===== src/rtl/yj_basic_cdc_word_rx.sv =====
// Receive side of a toggle-request word crossing: captures the held source word, presents it valid/ready, returns an ack toggle.
// Optional feature macro YJ_CDC_RX_EARLY_ACK_EN: ack on capture instead of on consumer handshake.
module yj_basic_cdc_word_rx #(
  parameter int DW = 32,
  parameter int CW = 8
) (
  input  logic          CLK,
  input  logic          RST,
  input  logic          req_tgl_sync,
  input  logic [DW-1:0] data_in,
  output logic [DW-1:0] dout,
  output logic          dout_valid,
  input  logic          dout_ready,
  output logic          ack_tgl,
  output logic          err_ovr,
  output logic [CW-1:0] rx_cnt
);

`ifdef YJ_CDC_RX_EARLY_ACK_EN
  localparam bit EarlyAck = 1'b1;
`else
  localparam bit EarlyAck = 1'b0;
`endif

  typedef enum logic [1:0] {INIT, IDLE, HOLD} state_t;

  state_t state;
  logic   req_d;
  logic   req_edge;
  logic   handshake;

  // INIT suppresses the edge so a request level left high across reset is not taken as a new word.
  assign req_edge  = (state != INIT) && (req_tgl_sync ^ req_d);
  assign handshake = dout_valid & dout_ready;

  always_ff @(posedge CLK or posedge RST) begin
    if (RST) begin
      state      <= INIT;
      req_d      <= 1'b0;
      dout       <= '0;
      dout_valid <= 1'b0;
      ack_tgl    <= 1'b0;
      err_ovr    <= 1'b0;
      rx_cnt     <= '0;
    end else begin
      req_d <= req_tgl_sync;
      unique case (state)
        INIT: state <= IDLE;
        IDLE: begin
          if (req_edge) begin
            dout       <= data_in;
            rx_cnt     <= rx_cnt + 1'b1;
            dout_valid <= 1'b1;
            state      <= HOLD;
            if (EarlyAck) ack_tgl <= ~ack_tgl;
          end
        end
        HOLD: begin
          // Back-to-back capture owes exactly one ack in either mode: for the new word early, for the taken word late.
          if (handshake && req_edge) begin
            dout    <= data_in;
            rx_cnt  <= rx_cnt + 1'b1;
            ack_tgl <= ~ack_tgl;
          end else if (handshake) begin
            dout_valid <= 1'b0;
            state      <= IDLE;
            if (!EarlyAck) ack_tgl <= ~ack_tgl;
          end else if (req_edge) begin
            err_ovr <= 1'b1;
          end
        end
        default: state <= INIT;
      endcase
    end
  end

endmodule


===== config.mk =====
export PLATFORM = sky130hd
export DESIGN_NAME = yj_basic_cdc_word_rx
export DESIGN_NICKNAME = d
export VERILOG_FILES = /design/src/rtl/yj_basic_cdc_word_rx.sv
export SDC_FILE = /design/constraint.sdc
export NUM_CORES = 1
export LEC_CHECK = 0
export CORE_MARGIN = 4
export CORE_UTILIZATION = 30
export DETAILED_ROUTE_END_ITERATION = 10
export HOLD_SLACK_MARGIN = 0.15
export SLEW_MARGIN = 20
export SYNTH_ARGS = -nofsm -noshare
export SYNTH_HDL_FRONTEND = slang
export SYNTH_SLANG_ARGS = --single-unit

===== constraint.sdc =====
create_clock -name CLK -period 2.1 [get_ports CLK]
set_input_delay 0.525 -clock CLK [delete_from_list [all_inputs] [get_ports CLK]]
set_output_delay 0.525 -clock CLK [all_outputs]
set_load 0.01 [all_outputs]

## Word level (Yosys, flattened, before mapping)

Cells that the tools add are included.

| operators by class | value |
|---|---|
| add/sub/neg operators | 1 |
| equal/unequal tests | 6 |
| muxes and demuxes | 16 |
| bitwise operators | 5 |
| reductions and logical operators | 11 |

Operators with widths:

| cell | number |
|---|---|
| 2-to-1 mux 32 bit | 2 |
| case mux 32 bit (2 select lines) | 1 |
| 2-to-1 mux 8 bit | 2 |
| case mux 8 bit (2 select lines) | 1 |
| adder 8 x 1 -> 8 bit, second input constant | 1 |
| inequality test 2 bit, second input constant | 4 |
| AND reduction 4 bit | 2 |
| 2-to-1 mux 2 bit | 3 |
| case mux 2 bit (3 select lines) | 1 |
| AND reduction 3 bit | 2 |
| nonzero test 2 bit | 3 |
| 2-to-1 mux 1 bit | 5 |
| NOT 1 bit | 3 |
| equality test 2 x 1 -> 1 bit, second input constant | 1 |
| equality test 2 bit, second input constant | 1 |
| logical AND 1 bit | 2 |
| logical NOT 2 bit | 1 |
| case mux 1 bit (2 select lines) | 1 |
| AND reduction 2 bit | 1 |
| bitwise AND 1 bit | 1 |
| XOR 1 bit | 1 |

| storage, ports and cells | value |
|---|---|
| flip-flop bits (word level) | 46 |
| input port bits | 36 |
| output and inout bits | 43 |
| word-level logic and storage cells | 46 |

## Depth between registers and ports, before layout

| depth | value |
|---|---|
| word-level depth | 5 |
| depth in mapped cells | 6 |
| depth with buffers taken out | 4 |

## Worst setup path before layout

No wires, ideal clock.

| timing | value |
|---|---|
| path kind | register to register |
| from | register state[1] |
| to | register dout[1] |
| setup time | 0.125 ns |
| arrival time | 1.503 ns |
| data required time | 1.975 ns |
| path slack | 0.473 ns |
| cell stages (with the launch flop) | 7 |
| buffers on the path | 3 |
| period minus slack after synthesis | 1.627 ns |
| cells stage by stage | dfrtp_1 -> clkbuf_2 -> nand2b_4 -> buf_6 -> a21oi_4 -> buf_6 -> mux2_2 |

| on the way | value |
|---|---|
| word-level cells in the longest chain between the ends | 5 |
| elaborated cells between the ends (all ways) | 10 |
| those cells by class | eq/ne: 4; mux: 1; reduce/logical: 5 |

Ends and longest elaborated chain:

| element | RTL line | RTL |
|---|---|---|
| from (decl) | 27 | `state_t state;` |
| from (signal assigned) | 38 | `state <= INIT;` |
| from (signal assigned) | 48 | `INIT: state <= IDLE;` |
| from (signal assigned) | 54 | `state <= HOLD;` |
| nonzero test 2 bit | 33 | `assign req_edge = (state != INIT) && (req_tgl_sync ^ req_d);` |
| logical AND 1 bit | 33 |  |
| logical AND 1 bit | 60 | `if (handshake && req_edge) begin` |
| inequality test 2 bit (no line) | -- |  |
| AND reduction 3 bit (no line) | -- |  |
| to (signal assigned) | 51 | `dout <= data_in;` |
| to (signal assigned) | 61 | `dout <= data_in;` |
| to (decl) | 11 | `output logic [DW-1:0] dout,` |

Parallel ways exist; a longest one is shown, timed or not.
A chain may end at the register's enable or synchronous reset.

## Final worst setup path

| timing | value |
|---|---|
| from | register dout_valid |
| to | output port dout_valid |

RTL lines:

| element | RTL line | RTL |
|---|---|---|
| from (decl) | 12 | `output logic dout_valid,` |
| from (signal assigned) | 41 | `dout_valid <= 1'b0;` |
| from (signal assigned) | 53 | `dout_valid <= 1'b1;` |
| from (signal assigned) | 65 | `dout_valid <= 1'b0;` |

No word-level cell between the ends.

==> impl_metrics.tcl <==
set metrics [dict create \
    yosys-top-cells-area "sky130_fd_sc_hd__dfrtp_1 61%, sky130_fd_sc_hd__mux2_2 19%, sky130_fd_sc_hd__xor2_1 3.7%" \
    critPathCaptureType "primary output" \
    r2r-start "state[1]" \
    yosysSeqAreaShare 0.607 \
    power.density_cell_area_mw_per_mm2 1500 \
    irDropWorstVdd_uv 726 \
    overflow 0 \
    worst-r2r-cell-count 4 \
    clk_root_buffer_cell "sky130_fd_sc_hd__clkbuf_8" \
    synth_top_cell_area_share 0.607 \
    final_min_period_over_clock_period 0.890 \
    crit_slowest_cell "sky130_fd_sc_hd__clkdlybuf4s50_1" \
    grt_start_max_net_pins 34 \
    fmaxAchievable_mhz 535 \
    hold_viol 0 \
    postRouteWirelength_um 4260 \
    cp_cell_sequence "clkdlybuf4s50_1" \
    core_sq_mm 0.00603 \
    drtIter0Drc 52 \
    die_w_um 87.5 \
    crit_arrival_ns 1.34 \
    syn-num-nets 160 \
    timing.reg2reg.setup_slack_ns 0.50 \
    cts-hold-fix-buffers 0 \
    critPathRequiredTime_ns 1.57 \
    synth.lib_cells_used.distinct 26 \
    clock_pin_slew_on_the_worst_setup_and_hold_paths_ns 0.09 \
    layout.filler_cells 546 \
    critical_path_peak_fanout 6 \
    h-tree-depth 2 \
    crit_family "buffers and inverters" \
    timing.max_slew.rel_slack 0.723 \
    latest_clock_arrival_within_the_worst_skew_pair_ns 0.29 \
    n_diodes 0 \
    tritoncts_clock_tree "built" \
    routabilityCongestion 0.730 \
    antenna_found_initial 0 \
    max-cap-violations 0 \
    place.detailed.hpwl_um 3290 \
    drive_gt1_frac 0.256 \
    routedWlPerCell_um 14.9 \
    worstReg2RegEnd "dout[25]" \
    floorplan.io_pins 79 \
    start_util 0.315 \
    biggest_area_consumer_among_synthesized_cells "sky130_fd_sc_hd__dfrtp_1" \
    cts_inserted_buffers 5 \
    ys.warnings.count 0 \
    final.min_clock_period_ns 1.87 \
    final_net_count 247 \
    mostFrequentLayoutCell "sky130_fd_sc_hd__clkdlybuf4s50_1" \
    grt.total_usage 0.121 \
    design.die.area_sq_mm 0.00765 \
    final_antenna_net_count 0 \
    ctsResizeCount 0 \
    synth.ff_latch_count 46 \
    rsz0062_at_grt "false" \
    worstSetupStartpointType "register" \
    outcome "finished clean" \
    die_h_um 87.5 \
    hold_path_class "in2async" \
    holdWs_ns 0.485 \
    rows 28 \
    cts_max_path_buffers 2 \
    final_cells 286 \
    vias_in_the_first_global_route 1519 \
    setup_viol 0 \
    leakagePower_uw 0.00120 \
    synth.avg_cell_area_sq_um 15.4 \
    cts_setup_buffers 0 \
    synth.cell_area_sq_mm 0.00190 \
    grt_first_pass_wirelength_um 7230 \
    via_count 1311 \
    timing_worst_setup_path_type "reg2out" \
    placement.io_buffers 78 \
    placement.setup.worst_slack_ns -0.000349 \
    largest_clock_skew_in_the_final_design_ns 0.00718 \
    post-route-util 0.484 \
    area_growth_pct 54.0 \
    critPathBufInv 1 \
    layout.cells.most_common_list "78 x sky130_fd_sc_hd__clkdlybuf4s50_1, 46 x sky130_fd_sc_hd__dfrtp_1, 32 x sky130_fd_sc_hd__mux2_2" \
    total_power_uw 4370 \
    drtPass1Iterations 4 \
    tightest_slew_ns 0.415 \
    final.setup.worst_slack_ns 0.230 \
    syn_inst 123 \
    numPlacedInstances 278 \
    vias_per_cell 4.58 \
    cts_num_sinks 46 \
    post-route-drc-count 0 \
    finalMaxSlewViolations 0 \
    slowest_delay_ns 0.58 \
]
-- final cells by class --
type	count	area [sq um]	area share
well taps	75	93.8	0.0321
inverters	4	15.0	0.00514
flip-flops and latches	46	1150	0.394
repair buffers	85	871	0.298
multi-input cells	68	679	0.233
clock buffers	5	68.8	0.0236
clock inverters	3	40.0	0.0137
-- metrics by stage --
| step | area, sq um | setup TNS [ns] |
|---|---|---|
| detailed placement | 2810 | -0.000349 |
| floorplan | 1900 | 0 |
| finish | 2920 | 0 |
| global route | 2920 | 0 |
| CTS | 2920 | 0 |
| global placement | 2810 | 0 |
-- state kept, by name, summed over array words and instances (netlist names) --
signal / cells
dout_valid: 1
dout: 32
req_d: 1
rx_cnt: 8
err_ovr: 1
ack_tgl: 1
state: 2
-- metal layers --
metal | routed length, um | share of wire | global-route usage
met1 | 1740 | 0.41 | 0.142
met2 | 2110 | 0.50 | 0.206
met3 | 381 | 0.090 | 0.0530
met4 | 27 | 0.0063 | 0.0209
met5 | 0 | 0 | 0
-- cell families (layout without fill, tap and decap cells) --
logic type / Yosys count / in the layout / synth area share
AOI/OAI and AO/OA: 14 / 14 / 0.0654
xor gates and xnor gates: 10 / 10 / 0.0502
adders and majority gates: 1 / 1 / 0.00660
buffers and inverters: 9 / 97 / 0.0343
DFF: 46 / 46 / 0.607
muxes: 33 / 33 / 0.196
and+or+nand+nor: 10 / 10 / 0.0403
-- where the power goes --
| group | leakage, uW | switching, uW | internal, uW | total (uW) |
|---|---|---|---|---|
| logic | 0.000606 | 770 | 1290 | 2060 |
| clock network | 0.0000579 | 293 | 350 | 644 |
| registers | 0.000538 | 333 | 1330 | 1670 |
| total | 0.00120 | 1400 | 2970 | 4370 |
-- worst max path at each step --
stage | cells past startpoint | endpoint | start
2_1_floorplan | 6 | dout[1] | state[1]
3_3_place_gp | 5 | dout[31] | dout_ready
3_5_place_dp | 5 | dout[25] | dout_ready
4_1_cts | 1 | dout_valid | dout_valid
5_1_grt | 1 | dout_valid | dout_valid
6_report | 1 | dout_valid | dout_valid
-- synth_stat cells, drive strengths merged --
master,count
a31oi,1
nand4,2
xnor2,2
nor3,1
o22ai,1
nand2,3
xor2,8
a211oi,3
a2111oi,3
a41o,1
inv,4
clkbuf,1
buf,4
dfrtp,46
nand3,2
ha,1
nand4b,1
a21o,1
mux2,33
a21oi,3
o21ai,1
nand2b,1
-- worst register-to-register path: stages (launching register included) --
cell	delay [ns]
sky130_fd_sc_hd__dfrtp_1	0.48
sky130_fd_sc_hd__nand2b_4	0.23
sky130_fd_sc_hd__a21oi_4	0.24
sky130_fd_sc_hd__buf_12	0.19
sky130_fd_sc_hd__mux2_2	0.36
Note: power is estimated with default switching activity, not from simulation.
